**src/rtl/imem_loader.sv**
```systemverilog
// -----------------------------------------------------------------------------
// imem_loader
//
// Purpose:
//   Writes a program into the instruction memory at boot time. The program
//   arrives as a byte stream over a valid/ready handshake. The loader holds
//   the processor in reset until the whole program is in memory.
//
//   Stream format:
//     1. A 16-bit word count, sent high byte first.
//     2. count x 4 data bytes.
//   Each group of four data bytes forms one big-endian instruction word.
//   The first byte of a group becomes wdata[31:24]. Words are written to
//   consecutive word addresses, starting at BASE_ADDR.
//
// Optional feature (macro IMEM_LOADER_CHECKSUM_EN):
//   When the macro is defined, one extra byte follows the last word (it is
//   also sent when count is 0). That byte must equal the XOR of all data
//   bytes; the count bytes are not included in the XOR.
//   - Match:    the load finishes in DONE.
//   - Mismatch: the load finishes in ERR.
//
// Parameters:
//   BASE_ADDR  byte address of the first word (must be word aligned)
//   MAX_WORDS  largest accepted word count (must be <= 65535)
//
// Ports:
//   clk           system clock, rising edge
//   rst           asynchronous reset, active low
//   start         one-cycle pulse; starts a new load from DONE or ERR
//   in_data       stream byte
//   in_valid      in_data is valid
//   in_ready      loader can take a byte (registered)
//   imem_we       one-cycle instruction memory write strobe
//   imem_addr     instruction memory byte address
//   imem_wdata    instruction word to write
//   cpu_hold      1 = keep the processor in reset
//   done          load finished successfully
//   error         load aborted
//   words_loaded  number of words written in the current load
// -----------------------------------------------------------------------------
module imem_loader #(
  parameter logic [31:0] BASE_ADDR = 32'h0000_0000,
  parameter int unsigned MAX_WORDS = 256
) (
  input  logic        clk,
  input  logic        rst,
  input  logic        start,
  input  logic [7:0]  in_data,
  input  logic        in_valid,
  output logic        in_ready,
  output logic        imem_we,
  output logic [31:0] imem_addr,
  output logic [31:0] imem_wdata,
  output logic        cpu_hold,
  output logic        done,
  output logic        error,
  output logic [15:0] words_loaded
);

`ifdef IMEM_LOADER_CHECKSUM_EN
  typedef enum logic [2:0] {
    S_LEN_HI, S_LEN_LO, S_DATA, S_WRITE, S_DONE, S_ERR, S_CHK
  } state_t;
  // State entered after the last word, or directly when count is 0.
  localparam state_t S_LAST = S_CHK;
`else
  typedef enum logic [2:0] {
    S_LEN_HI, S_LEN_LO, S_DATA, S_WRITE, S_DONE, S_ERR
  } state_t;
  localparam state_t S_LAST = S_DONE;
`endif

  // One extra bit so that a count of 65535 can never wrap in the compare.
  localparam logic [16:0] MAX_WORDS_W = 17'(MAX_WORDS);

  state_t      state_q, state_d;
  logic [15:0] count_q, count_d;
  logic [1:0]  idx_q, idx_d;
  logic [31:0] wdata_q, wdata_d;
  logic [31:0] addr_q, addr_d;
  logic [15:0] words_q, words_d;
  logic        in_ready_q, in_ready_d;
  logic        we_q, we_d;
  logic        hold_q, hold_d;
  logic        done_q, done_d;
  logic        error_q, error_d;
`ifdef IMEM_LOADER_CHECKSUM_EN
  logic [7:0]  csum_q, csum_d;
`endif

  logic        accept;
  logic [15:0] len_full;

  // A byte is consumed only when in_ready was already asserted. in_ready is
  // registered, so a byte offered without in_ready has no effect.
  assign accept   = in_valid & in_ready_q;
  assign len_full = {count_q[15:8], in_data};

  // ---------------------------------------------------------------------------
  // State and datapath registers
  // ---------------------------------------------------------------------------
  always_ff @(posedge clk or negedge rst) begin
    if (!rst) begin
      state_q    <= S_LEN_HI;
      count_q    <= '0;
      idx_q      <= '0;
      wdata_q    <= '0;
      addr_q     <= BASE_ADDR;
      words_q    <= '0;
      in_ready_q <= 1'b1;
      we_q       <= 1'b0;
      hold_q     <= 1'b1;
      done_q     <= 1'b0;
      error_q    <= 1'b0;
`ifdef IMEM_LOADER_CHECKSUM_EN
      csum_q     <= '0;
`endif
    end else begin
      state_q    <= state_d;
      count_q    <= count_d;
      idx_q      <= idx_d;
      wdata_q    <= wdata_d;
      addr_q     <= addr_d;
      words_q    <= words_d;
      in_ready_q <= in_ready_d;
      we_q       <= we_d;
      hold_q     <= hold_d;
      done_q     <= done_d;
      error_q    <= error_d;
`ifdef IMEM_LOADER_CHECKSUM_EN
      csum_q     <= csum_d;
`endif
    end
  end

  // ---------------------------------------------------------------------------
  // Next-state and datapath update
  // ---------------------------------------------------------------------------
  always_comb begin
    state_d = state_q;
    count_d = count_q;
    idx_d   = idx_q;
    wdata_d = wdata_q;
    addr_d  = addr_q;
    words_d = words_q;
`ifdef IMEM_LOADER_CHECKSUM_EN
    csum_d  = csum_q;
`endif

    case (state_q)
      S_LEN_HI: begin
`ifdef IMEM_LOADER_CHECKSUM_EN
        // Holding the accumulator at 0 while in LEN_HI clears it on every
        // entry to this state: after reset and after start.
        csum_d = '0;
`endif
        if (accept) begin
          count_d[15:8] = in_data;
          state_d       = S_LEN_LO;
        end
      end

      S_LEN_LO: begin
        if (accept) begin
          count_d[7:0] = in_data;
          idx_d        = '0;
          if (len_full == 16'd0) begin
            state_d = S_LAST;
          end else if ({1'b0, len_full} > MAX_WORDS_W) begin
            state_d = S_ERR;
          end else begin
            state_d = S_DATA;
          end
        end
      end

      S_DATA: begin
        if (accept) begin
          // Shift left so that the first byte ends up in wdata[31:24].
          wdata_d = {wdata_q[23:0], in_data};
          idx_d   = idx_q + 2'd1;
`ifdef IMEM_LOADER_CHECKSUM_EN
          csum_d  = csum_q ^ in_data;
`endif
          if (idx_q == 2'd3) begin
            state_d = S_WRITE;
          end
        end
      end

      S_WRITE: begin
        // addr_q always equals BASE_ADDR + 4*words_q. Both advance together
        // at the end of the write cycle.
        words_d = words_q + 16'd1;
        addr_d  = addr_q + 32'd4;
        if (words_d == count_q) begin
          state_d = S_LAST;
        end else begin
          state_d = S_DATA;
        end
      end

`ifdef IMEM_LOADER_CHECKSUM_EN
      S_CHK: begin
        if (accept) begin
          state_d = (in_data == csum_q) ? S_DONE : S_ERR;
        end
      end
`endif

      S_DONE, S_ERR: begin
        if (start) begin
          state_d = S_LEN_HI;
          words_d = '0;
          addr_d  = BASE_ADDR;
          idx_d   = '0;
        end
      end

      default: begin
        state_d = S_LEN_HI;
      end
    endcase
  end

  // ---------------------------------------------------------------------------
  // Outputs are decoded from the next state. The registered outputs therefore
  // line up with the state they describe.
  // ---------------------------------------------------------------------------
  always_comb begin
    in_ready_d = 1'b0;
    we_d       = 1'b0;
    hold_d     = 1'b1;
    done_d     = 1'b0;
    error_d    = 1'b0;

    case (state_d)
      S_LEN_HI, S_LEN_LO, S_DATA: in_ready_d = 1'b1;
`ifdef IMEM_LOADER_CHECKSUM_EN
      S_CHK:                      in_ready_d = 1'b1;
`endif
      S_WRITE:                    we_d       = 1'b1;
      S_DONE: begin
        hold_d = 1'b0;
        done_d = 1'b1;
      end
      S_ERR:                      error_d    = 1'b1;
      default: begin
        in_ready_d = 1'b0;
      end
    endcase
  end

  assign in_ready     = in_ready_q;
  assign imem_we      = we_q;
  assign imem_addr    = addr_q;
  assign imem_wdata   = wdata_q;
  assign cpu_hold     = hold_q;
  assign done         = done_q;
  assign error        = error_q;
  assign words_loaded = words_q;

endmodule

```
**config.mk**
```make
export PLATFORM = sky130hd
export DESIGN_NAME = imem_loader
export DESIGN_NICKNAME = d
export VERILOG_FILES = /design/src/rtl/imem_loader.sv
export SDC_FILE = /design/constraint.sdc
export NUM_CORES = 1
export LEC_CHECK = 0
export ABC_AREA = 1
export CORE_ASPECT_RATIO = 0.7
export CORE_MARGIN = 10
export CORE_UTILIZATION = 57
export DETAILED_ROUTE_END_ITERATION = 6
export PLACE_DENSITY = 0.93
export SLEW_MARGIN = 25
export SYNTH_ARGS = -nofsm -noshare
export SYNTH_HDL_FRONTEND = slang
export SYNTH_SLANG_ARGS = --single-unit
export TNS_END_PERCENT = 100
```
**constraint.sdc**
```tcl
create_clock -name clk -period 3.9 [get_ports clk]
set_input_delay 0.78 -clock clk [delete_from_list [all_inputs] [get_ports clk]]
set_output_delay 0.78 -clock clk [all_outputs]
set_load 0.01 [all_outputs]
```
==> impl_metrics.py <==
metrics = {
    "clock_tree": {
        "holdBufCountCts": 0,
        "htreeDepth": 3,
        "cts_tree": "yes",
        "cts_sinks": 104,
        "cts-root-buf": "clkbuf_16",
        "clk_latency_ns": 0.36,
        "clk_pin_slew_ns": 0.07,
        "numCtsBuffers": 9,
        "cts_buffer_depth": 2,
        "cts_resized": 0,
        "post_cts_buffers": 0,
    },
    "sta": {
        "fin_crit_ns": 2.77,
        "skew_ns": 0.0108,
        "rsz0062_at_grt": "false",
        "finalSetupViolations": 0,
        "timing.setup.tns_ns": 0,
        "fin_crit_sh": 0.710,
        "fmaxAchievable_ghz": 0.361,
        "hold_viol": 0,
        "finalMaxSlewViolations": 0,
        "worst_slew_pin_slew_ns": 0.922,
        "maxSlewHeadroom": 0.383,
    },
    "placed_design": {
        "place.port_buffers": 94,
        "gp_congestion": 0.967,
        "dp_hpwl_mm": 11.9,
        "dpl_cell_area_um2": 6460,
    },
    "cells_and_area": {
        "fin_area_um2": 6740,
        "n_fill_cell": 662,
        "antenna_cells": 0,
        "drive_above_1_share": 0.0583,
        "synthToLayoutAreaGrowth_pct": 24.5,
        "layout.nets": 816,
    },
    "pwr": {
        "peakVddDrop_mv": 0.439,
        "clkPwrFrac": 0.232,
        "p_per_area_nw_per_um2": 556,
        "p_int_mw": 2.33,
        "switching_share": 0.377,
        "leakage_nw": 3.05,
        "p_seq_frac": 0.420,
        "pwr-share-comb": 0.348,
        "p_sw_mw": 1.42,
    },
    "global_routing": {
        "gr-total-overflow": 0,
        "grt_use_met3": 0.0658,
        "antenna_found_initial": 0,
        "grt_use_met2": 0.356,
        "grtUsageMet1": 0.302,
        "grt_pass1_wl_mm": 25.5,
        "grt_busiest_layer": "met2",
        "grt_start_max_net_pins": 51,
        "grt_pass1_vias": 5045,
        "grtUsageTotal": 0.229,
    },
    "floorplan": {
        "top_level_ports": 97,
        "coreArea_um2": 9180,
        "die_y_um": 102,
        "die_area_um2": 13900,
        "die_width_um": 137,
        "initial_core_util": 0.590,
        "rows": 29,
    },
    "synthesis": {
        "yosys.area_share.simple": 0.308,
        "ys_types": 46,
        "synth-main-ff-cell": "dfrtp_1",
        "synth.most_common_cell": "nand2_1",
        "synth_xor_area_frac": 0.0129,
        "synth_compound_area_frac": 0.108,
        "synth_edf_count": 0,
        "synth_largest_area_cell": "dfrtp_1",
        "async_flop_share": 1.00,
        "synth_fa_ha_area_frac": 0.00693,
        "synth_common_cells": "203 x nand2_1, 102 x dfrtp_1, 94 x inv_1",
        "synth.avg_cell_area_um2": 7.65,
        "synth_seq_cells": 104,
        "synth_area_leaders": "dfrtp_1 47%, nand2_1 14%, inv_1 6.5%, o21ai_0 5.8%, nand3_1 4.6%",
        "synthCells": 708,
        "synth-seq-area-share": 0.481,
        "yosysWarnings": 0,
        "synth_top_family_by_area": "simple AND/OR/NAND/NOR gates",
        "synth_area_um2": 5420,
        "muxShareOfSynthArea": 0,
        "synth_top_area_frac": 0.471,
    },
    "detailed_routing": {
        "num_vias": 5390,
        "ant_nets": 0,
        "dr.pass1.iters": 6,
        "wire_per_inst_um": 17.0,
        "via_per_inst": 5.80,
        "wl_mm": 15.8,
        "drc_errors": 0,
        "drt-initial-drc-count": 660,
    },
    "critical_path": {
        "startpoint": "in_valid",
        "path_class": "in2reg",
        "endpoint_kind": "flip-flop",
        "r2r-start": "state_q[2]$_DFF_PN0_",
        "critical_path_peak_fanout": 38,
        "r2r_slack_ns": 1.17,
        "arrival_ns": 3.01,
        "setup.worst_path.start_class": "input port",
        "required_ns": 4.14,
    },
    "run_status": {
        "status": "completed",
    },
    "flow_run": {
        "cap_violations": 0,
    },
    "worst_hold_path": {
        "hold_path.class": "in2async",
    },
}
-- cells in the final DEF, fill, tap and decap left out, drive strengths merged, types with 5 or more instances in the layout --
cell type	netlist	routed
nor3	22	22
o31ai	5	5
o21ai	65	65
dfrtp	102	102
clkinv	1	5
xor2	5	5
nor4	6	6
nor2	60	60
inv	96	97
clkdlybuf4s50	0	93
o22ai	7	7
a21oi	15	15
nand2	211	211
nand3	51	51
clkbuf	8	9
buf	9	5
nand4	21	21
-- registers in the layout, indices dropped and copies added, names as in the netlist --
signal        flops
imem_wdata       32
imem_addr        30
count_q          16
words_loaded     16
state_q           3
idx_q             2
cpu_hold          1
done              1
error             1
imem_we           1
in_ready          1
-- final timing paths --
| kind | end | cells past startpoint |
|---|---|---|
| setup / recovery | imem_wdata[4]$_DFFE_PN0P_ | 6 |
| hold / removal | imem_wdata[2]$_DFFE_PN0P_ | 1 |
| setup reg to reg | imem_addr[21]$_DFFE_PN0P_ | 13 |
| hold reg to reg | imem_wdata[24]$_DFFE_PN0P_ | 2 |
| max in group asynchronous | cpu_hold$_DFF_PN1_ | 2 |
| min in group clk | imem_wdata[24]$_DFFE_PN0P_ | 2 |
-- through the flow --
| stage | std cells | setup slack (ns) | hold slack, ns | power, mW | util |
|---|---|---|---|---|---|
| 2_1_floorplan | 709 | 2.02 | 0.466 | 2.28 | - |
| 3_3_place_gp | 914 | 1.00 | 0.453 | 2.82 | 0.704 |
| 3_5_place_dp | 914 | 0.903 | 0.459 | 2.87 | 0.704 |
| 4_1_cts | 930 | 1.24 | 0.470 | 3.74 | 0.735 |
| 5_1_grt | 930 | 0.838 | 0.500 | 3.97 | 0.735 |
| 6_report | 930 | 1.13 | 0.444 | 3.75 | 0.735 |
-- critical path, stage by stage --
cell and delay, ns:
clkdlybuf4s50_1 0.45, nand2_1 0.10, nor2_1 0.12, buf_4 0.29
clkinv_1 0.77, o21ai_0 0.48
-- per-layer routing --
metal,part of all wire,vias up
met2,0.45,307
li1,-,2483
met5,0,-
met4,0.030,0
met1,0.41,2551
met3,0.11,49
-- power by group through the flow --
stage | logic (mW) | clock network [mW] | registers [mW]
after global routing | 1.45 | 0.917 | 1.61
after detailed placement | 1.29 | 0 | 1.58
after global placement | 1.25 | 0 | 1.57
after floorplan | 0.654 | 0 | 1.62
after CTS | 1.30 | 0.873 | 1.57
final | 1.30 | 0.872 | 1.57
-- cell families after synthesis --
kind of cell / Yosys count
and+or+nand+nor: 374
buffers and inverters: 114
other: 1
DFF: 104
xor gates and xnor gates: 8
adders and majority gates: 3
AOI/OAI and AO/OA: 104
-- layout make-up --
class                      count  area, um^2  area share
sequential                   104        2610       0.386
multi-input combinational    491        2370       0.351
timing repair buffer          98         968       0.144
inverter                      97         364      0.0540
clock buffer                   9         225      0.0334
tap                          124         155      0.0230
clock inverter                 7        56.3     0.00835
No activity file was read; power rests on OpenSTA's default activity.
